**config.mk**
```make
export PLATFORM = sky130hd
export DESIGN_NAME = fwd_hazard_unit_flat
export DESIGN_NICKNAME = d
export VERILOG_FILES = /design/src/rtl/fwd_hazard_unit_pkg.sv /design/src/rtl/fwd_hazard_unit_if.sv /design/src/rtl/fwd_src_resolve.sv /design/src/rtl/fwd_hazard_unit.sv /design/src/flat_wrapper.sv
export SDC_FILE = /design/constraint.sdc
export NUM_CORES = 1
export LEC_CHECK = 0
export ABC_AREA = 1
export BUFFER_PORTS_ARGS = -buffer_cell sky130_fd_sc_hd__buf_4
export CORE_MARGIN = 5
export CORE_UTILIZATION = 60
export DETAILED_ROUTE_END_ITERATION = 7
export GPL_TIMING_DRIVEN = 0
export PLACE_DENSITY = 0.92
export SYNTH_ARGS = -nofsm -noshare
export SYNTH_HDL_FRONTEND = slang
export SYNTH_SLANG_ARGS = --single-unit
```
**constraint.sdc**
```tcl
create_clock -name clk -period 3.2 [get_ports clk]
set_input_delay 0.16 -clock clk [delete_from_list [all_inputs] [get_ports clk]]
set_output_delay 0.16 -clock clk [all_outputs]
set_load 0.01 [all_outputs]
```
**src/rtl/fwd_hazard_unit_pkg.sv**
```systemverilog
// rtl/fwd_hazard_unit_pkg.sv - shared types and parameter checks for the forwarding/hazard unit
package fwd_pkg;

    // Tag entries carry rd at a fixed maximum width so the struct can live here;
    // narrower register files are zero-extended on the way in.
    localparam int MAX_REG_AW = 8;

    // Select value meaning "take the operand from the register file".
    localparam int SEL_REGFILE = 0;

    typedef struct packed {
        logic                  valid;
        logic                  we;
        logic                  is_load;
        logic [MAX_REG_AW-1:0] rd;
    } tag_entry_t;

    localparam tag_entry_t TAG_BUBBLE = '0;

    // Load data must become forwardable before it falls off the end of the tag
    // pipeline, and at least one older slot beyond EX must exist to be stored.
    function automatic bit fwd_params_legal(input int reg_aw, input int depth, input int load_lat);
        return (reg_aw >= 1) && (reg_aw <= MAX_REG_AW) &&
               (depth >= 2) && (load_lat >= 0) && (load_lat < depth);
    endfunction

endpackage

```
**src/rtl/fwd_hazard_unit_if.sv**
```systemverilog
// rtl/fwd_hazard_unit_if.sv - ID-stage issue / EX-select bundle for the forwarding unit
interface fwd_hazard_unit_if #(
    parameter int REG_AW  = 5,
    parameter int NUM_SRC = 2,
    parameter int DEPTH   = 3,
    parameter int SELW    = $clog2(DEPTH + 1)
);
    logic                      issue_valid;
    logic                      issue_we;
    logic                      issue_is_load;
    logic [REG_AW-1:0]         issue_rd;
    logic [NUM_SRC*REG_AW-1:0] id_rs;
    logic                      flush;
    logic                      stall;
    logic [NUM_SRC*SELW-1:0]   fwd_sel;
    logic [15:0]               stall_cnt;

    // Pipeline control side: presents the ID instruction, consumes stall and selects.
    modport master (
        output issue_valid, issue_we, issue_is_load, issue_rd, id_rs, flush,
        input  stall, fwd_sel, stall_cnt
    );

    // Hazard unit side.
    modport slave (
        input  issue_valid, issue_we, issue_is_load, issue_rd, id_rs, flush,
        output stall, fwd_sel, stall_cnt
    );
endinterface

```
**src/rtl/fwd_src_resolve.sv**
```systemverilog
// rtl/fwd_src_resolve.sv - priority comparator picking the youngest producer of one source
module fwd_src_resolve
    import fwd_pkg::*;
#(
    parameter int DEPTH    = 3,
    parameter int LOAD_LAT = 1,
    parameter int SELW     = $clog2(DEPTH + 1)
) (
    input  logic [MAX_REG_AW-1:0] rs,
    input  tag_entry_t            cand [DEPTH],
    output logic [SELW-1:0]       sel,
    output logic                  load_hazard
);

    // cand[k] lands in slot k+1 next cycle; scanning oldest to youngest lets the
    // youngest match overwrite older ones. Register 0 never matches.
    always_comb begin
        sel         = SELW'(SEL_REGFILE);
        load_hazard = 1'b0;
        for (int k = DEPTH - 1; k >= 0; k--) begin
            if ((rs != '0) && cand[k].valid && cand[k].we && (cand[k].rd == rs)) begin
                sel         = SELW'(k + 1);
                load_hazard = cand[k].is_load && ((k + 1) <= LOAD_LAT);
            end
        end
    end

endmodule

```
**src/rtl/fwd_hazard_unit.sv**
```systemverilog
// rtl/fwd_hazard_unit.sv - operand forwarding select and load-use stall generation
module fwd_hazard_unit
    import fwd_pkg::*;
#(
    parameter int REG_AW   = 5,
    parameter int NUM_SRC  = 2,
    parameter int DEPTH    = 3,
    parameter int LOAD_LAT = 1,
    parameter int SELW     = $clog2(DEPTH + 1)
) (
    input  logic              clk,
    input  logic              rst_n,
    fwd_hazard_unit_if.slave  bus
);

    if (!fwd_params_legal(REG_AW, DEPTH, LOAD_LAT)) begin : g_bad_params
        $error("fwd_hazard_unit: illegal REG_AW/DEPTH/LOAD_LAT combination");
    end

    // The entry leaving slot[DEPTH-1] becomes slot[DEPTH], which is never a
    // forwarding candidate (it would be slot DEPTH+1 by the time the consumer
    // reaches EX), so only slots 1..DEPTH-1 are actually stored.
    tag_entry_t ex_entry;
    tag_entry_t slot [1:DEPTH-1];
    tag_entry_t cand [DEPTH];
    tag_entry_t id_entry;

    logic [SELW-1:0]         src_sel [NUM_SRC];
    logic [NUM_SRC-1:0]      src_hz;
    logic [NUM_SRC*SELW-1:0] sel_packed;
    logic                    stall_int;
    logic                    advance;
    logic [NUM_SRC*SELW-1:0] fwd_sel_q;
    logic [15:0]             stall_cnt_q;

    // Candidate list in youngest-first order: EX, then the stored older slots.
    always_comb begin
        cand[0] = ex_entry;
        for (int k = 1; k < DEPTH; k++) begin
            cand[k] = slot[k];
        end
    end

    // Tag for the ID instruction, should it be allowed into EX this cycle.
    always_comb begin
        id_entry         = TAG_BUBBLE;
        id_entry.valid   = bus.issue_valid;
        id_entry.we      = bus.issue_we;
        id_entry.is_load = bus.issue_is_load;
        id_entry.rd      = MAX_REG_AW'(bus.issue_rd);
    end

    for (genvar s = 0; s < NUM_SRC; s++) begin : g_src
        logic [MAX_REG_AW-1:0] rs_ext;
        assign rs_ext = MAX_REG_AW'(bus.id_rs[s*REG_AW +: REG_AW]);

        fwd_src_resolve #(
            .DEPTH    (DEPTH),
            .LOAD_LAT (LOAD_LAT),
            .SELW     (SELW)
        ) u_resolve (
            .rs          (rs_ext),
            .cand        (cand),
            .sel         (src_sel[s]),
            .load_hazard (src_hz[s])
        );
    end

    // Pack per-source selects, src0 in the LSBs.
    always_comb begin
        sel_packed = '0;
        for (int s = 0; s < NUM_SRC; s++) begin
            sel_packed[s*SELW +: SELW] = src_sel[s];
        end
    end

    assign stall_int = bus.issue_valid && (|src_hz);
    assign advance   = bus.issue_valid && !stall_int && !bus.flush;

    // Tag pipeline: slots shift every cycle regardless of stall; EX takes the ID
    // instruction only when it advances, otherwise a bubble.
    always_ff @(posedge clk or negedge rst_n) begin
        if (!rst_n) begin
            ex_entry <= TAG_BUBBLE;
            for (int k = 1; k < DEPTH; k++) begin
                slot[k] <= TAG_BUBBLE;
            end
        end else begin
            slot[1] <= ex_entry;
            for (int k = 2; k < DEPTH; k++) begin
                slot[k] <= slot[k-1];
            end
            ex_entry <= advance ? id_entry : TAG_BUBBLE;
        end
    end

    // EX operand mux selects follow the instruction into EX; bubbles read the regfile.
    always_ff @(posedge clk or negedge rst_n) begin
        if (!rst_n) begin
            fwd_sel_q <= '0;
        end else begin
            fwd_sel_q <= advance ? sel_packed : '0;
        end
    end

    // Saturating count of cycles spent stalled.
    always_ff @(posedge clk or negedge rst_n) begin
        if (!rst_n) begin
            stall_cnt_q <= '0;
        end else if (stall_int && (stall_cnt_q != 16'hFFFF)) begin
            stall_cnt_q <= stall_cnt_q + 16'd1;
        end
    end

    assign bus.stall     = stall_int;
    assign bus.fwd_sel   = fwd_sel_q;
    assign bus.stall_cnt = stall_cnt_q;

endmodule
```
**src/flat_wrapper.sv**
```systemverilog
// flat-port wrapper written by rule: the top's interface ports become plain ports
module fwd_hazard_unit_flat import fwd_pkg::*;
#(
    parameter int REG_AW   = 5,
    parameter int NUM_SRC  = 2,
    parameter int DEPTH    = 3,
    parameter int LOAD_LAT = 1,
    parameter int SELW     = $clog2(DEPTH + 1)
)
  (clk, rst_n, bus_issue_valid, bus_issue_we, bus_issue_is_load, bus_issue_rd, bus_id_rs, bus_flush, bus_stall, bus_fwd_sel, bus_stall_cnt);
  fwd_hazard_unit_if #(.REG_AW(REG_AW), .NUM_SRC(NUM_SRC), .DEPTH(DEPTH), .SELW(SELW)) bus_i ();
  input  logic clk;
  input  logic rst_n;
  input wire logic [$bits(bus_i.issue_valid)-1:0] bus_issue_valid;
  input wire logic [$bits(bus_i.issue_we)-1:0] bus_issue_we;
  input wire logic [$bits(bus_i.issue_is_load)-1:0] bus_issue_is_load;
  input wire logic [$bits(bus_i.issue_rd)-1:0] bus_issue_rd;
  input wire logic [$bits(bus_i.id_rs)-1:0] bus_id_rs;
  input wire logic [$bits(bus_i.flush)-1:0] bus_flush;
  output wire logic [$bits(bus_i.stall)-1:0] bus_stall;
  output wire logic [$bits(bus_i.fwd_sel)-1:0] bus_fwd_sel;
  output wire logic [$bits(bus_i.stall_cnt)-1:0] bus_stall_cnt;
  assign bus_i.issue_valid = bus_issue_valid;
  assign bus_i.issue_we = bus_issue_we;
  assign bus_i.issue_is_load = bus_issue_is_load;
  assign bus_i.issue_rd = bus_issue_rd;
  assign bus_i.id_rs = bus_id_rs;
  assign bus_i.flush = bus_flush;
  assign bus_stall = bus_i.stall;
  assign bus_fwd_sel = bus_i.fwd_sel;
  assign bus_stall_cnt = bus_i.stall_cnt;
  fwd_hazard_unit #(.REG_AW(REG_AW), .NUM_SRC(NUM_SRC), .DEPTH(DEPTH), .LOAD_LAT(LOAD_LAT), .SELW(SELW)) u_core (.clk(clk), .rst_n(rst_n), .bus(bus_i));
endmodule
```
==> metrics.md <==
| Metric | Value |
|---|---|
| Final Cell Area | `2860 sq um` |
| RSZ-0062 raised after global routing | `no` |
| FF-to-FF path depth | `8` |
| Iteration-0 DRC count of the detailed router | `173` |
| Worst-path fanout max | `4` |
| Max-Slew Margin vs Limit | `0.646` |
| TritonCTS buffer count | `5` |
| Share of cells above drive strength 1 | `0.224` |
| Post-CTS Repair Setup Buffers | `0` |
| Die Wd | `73.0 um` |
| Post-placement worst setup slack | `1.46 ns` |
| H-tree Lvls | `2` |
| ANT cells | `0` |
| Max Cap Viol | `0` |
| Post-synth EDFFs | `0` |
| Hold path depth | `3` |
| Layout Utilization | `0.731` |
| Dpl hpwl | `4370 um` |
| # rows | `23` |
| I/O pin count | `42` |
| Largest net degree at the start of global routing | `43` |
| Inst Count DP | `402` |
| Vias | `2228` |
| Power per standard cell area | `354 nW/um^2` |
| Synth cell types | `26` |
| Final hold vios | `0` |
| Syn nets | `333` |
| Clk buf depth | `2` |
| Vias per inst | `5.42` |
| Number of global-route vias before repair | `2127` |
| Clk root buf | `clkbuf_8` |
| Slowest stage delay, CP | `0.43 ns` |
| Power, Total | `1.01 mW` |
| Synth warn | `0` |
| All-Layer GR Usage | `0.241` |
| Final period util | `0.559` |
| Dominant synthesized flop cell | `dfrtp_1` |
| Hold Path Class | `input pin to flip-flop` |
| Post-route ant nets | `0` |
| WP data required | `3.04 ns` |
| Ys async rst share | `1.00` |
| Antenna violations before repair | `0` |
| Critical path data arrival time | `1.63 ns` |
| Die H | `73.0 um` |
| Post-Syn Area per Cell | `7.67 sq um` |
| Synth area leaders | `dfrtp_1 (44%), nand2_1 (16%), nor2_1 (5.4%)` |
| Setup ws final | `1.41 ns` |
| Setup TNS | `0 ns` |
| Min Tclk post-route | `1.79 ns` |
| Netlist Area Pre-Place | `2380 sq um` |
| Yosys top cell area share | `0.441` |
| GRT overflow | `0` |
| Fin cells | `411` |
| Worst Setup End Kind | `output port` |
| WS Path Type | `flip-flop to output port` |
| Internal | `755 uW` |
| Yosys top cell by area | `dfrtp_1` |
| DRC | `0` |
| Max Slew Vio Count | `0` |
| Psw | `256 uW` |
| Combinational power share | `0.100` |
| Slew @ Worst Pin | `0.530 ns` |
| Top post-synthesis cells by count | `nand2_1 (101), dfrtp_1 (42), nor2_1 (34)` |
| Critical Path Slowest Stage Cell | `dfrtp_1` |
| Post-synthesis sequential area ratio | `0.441` |
| Post-synthesis cell count | `311` |
| Drt pass-1 iters | `5` |
| Core area | `3910 sq um` |
| Status | `finished clean` |
| Hold Buf Count CTS | `1` |
| Leakage power | `1.46 nW` |
| VDD IR max | `0.337 mV` |
| Clock Skews | `0.00635 ns` |
| CTS tree | `built` |
| Total wire length | `5950 um` |
| Most common cell in the netlist | `nand2_1` |
| P&R area growth vs syn | `19.9%` |
| Final net count | `382` |
| Final GP Congestion | `0.897` |
| Clock Latency Late Sink | `0.30 ns` |
| Sequential fraction of design power | `0.546` |
| Global-route wire length before repair | `9790 um` |
| Worst path cell trace | `xnor2_1 > nand2_1 > nor2_2 > nand3_2 > a21oi_1 > buf_4` |
| Clock power frac | `0.354` |
| Net Sw Frac | `0.253` |
| Worst Setup Start Kind | `flip-flop` |
| Port bufs | `41` |
| Area after DPL | `2760 sq um` |
| Flop and latch count out of synthesis | `42` |
| Initial Utilization | `0.609` |
| Final setup violation count | `0` |
| Min Hold Slack | `0.0707 ns` |
| Max Freq | `0.559 GHz` |
| Clock transition at path regs | `0.08 ns` |
| Resize count post-CTS | `0` |
| Clk sink count | `42` |
| Die area | `5340 sq um` |
| Drt wl/cell | `14.5 um` |
==> area by class of cell <==
cell class / count / area [sq um]
inverters: 39 / 146
repair buffers: 42 / 318
clock inverters: 2 / 12.5
multi-input cells: 223 / 1120
plain buffers: 7 / 66.3
flip-flops and latches: 42 / 1050
fillers: 299 / 1050
well taps: 50 / 62.6
clock buffers: 6 / 82.6
==> worst max-delay path: cells and delay by family, from the launching register on <==
family / cells / cell delay [ns]
xor gates and xnor gates: 1 / 0.22
buffers and inverters: 1 / 0.16
DFF: 1 / 0.43
AOI/OAI and AO/OA: 1 / 0.20
and+or+nand+nor: 3 / 0.33
==> metal layers <==
layer | part of all wire | global-route usage | vias up
met3 | 0.077 | 0.0634 | 16
met4 | 0.017 | 0.0779 | 0
li1 | - | - | 1080
met2 | 0.49 | 0.384 | 100
met5 | 0 | 0 | -
met1 | 0.41 | 0.320 | 1032
==> path summary, 6_finish.rpt <==
check | start | to | slack (ns)
max | u_core.cand[24]$_DFF_PN0_ | bus_stall | 1.41
max reg2reg | u_core.bus.stall_cnt[0]$_DFFE_PN0P_ | u_core.bus.stall_cnt[12]$_DFFE_PN0P_ | 1.41
min reg2reg | u_core.cand[31]$_DFF_PN0_ | u_core.cand[20]$_DFF_PN0_ | 0.39
min | bus_issue_we | u_core.cand[31]$_DFF_PN0_ | 0.07
max in group asynchronous | rst_n | u_core.bus.fwd_sel[0]$_DFF_PN0_ | 2.46
min in group asynchronous | rst_n | u_core.cand[12]$_DFF_PN0_ | 0.37
==> kinds of logic (layout without fill, tap and decap cells) <==
group,Yosys count,count (layout),synth area share
AOI/OAI and AO/OA,20,20,0.0472
adders and majority gates,1,1,0.00525
DFF,42,42,0.441
buffers and inverters,46,96,0.0892
and+or+nand+nor,184,184,0.352
xor gates and xnor gates,18,18,0.0661
==> sequential cells by signal (all words and copies together), names as in the netlist <==
name / flops
u_core.cand: 22
u_core.bus.fwd_sel: 4
u_core.bus.stall_cnt: 16
==> power by group through the flow <==
stage | Combinational, mW | Clock [mW] | Sequential (mW)
3_5_place_dp | 0.0994 | 0 | 0.562
4_1_cts | 0.101 | 0.364 | 0.552
5_1_grt | 0.113 | 0.383 | 0.554
6_report | 0.101 | 0.358 | 0.552
3_3_place_gp | 0.0969 | 0 | 0.561
2_1_floorplan | 0.0508 | 0 | 0.560
==> layout by cell type, fill, tap and decap left out, drive strengths merged, types with 4 or more instances in the layout <==
master	instances
nand2	105
buf	47
dfrtp	42
nor2	40
inv	38
nand4	21
nand3	16
xnor2	12
a21oi	9
clkbuf	7
xor2	6
o22ai	4
o21ai	4
Note: power is estimated with default switching activity, not from simulation.
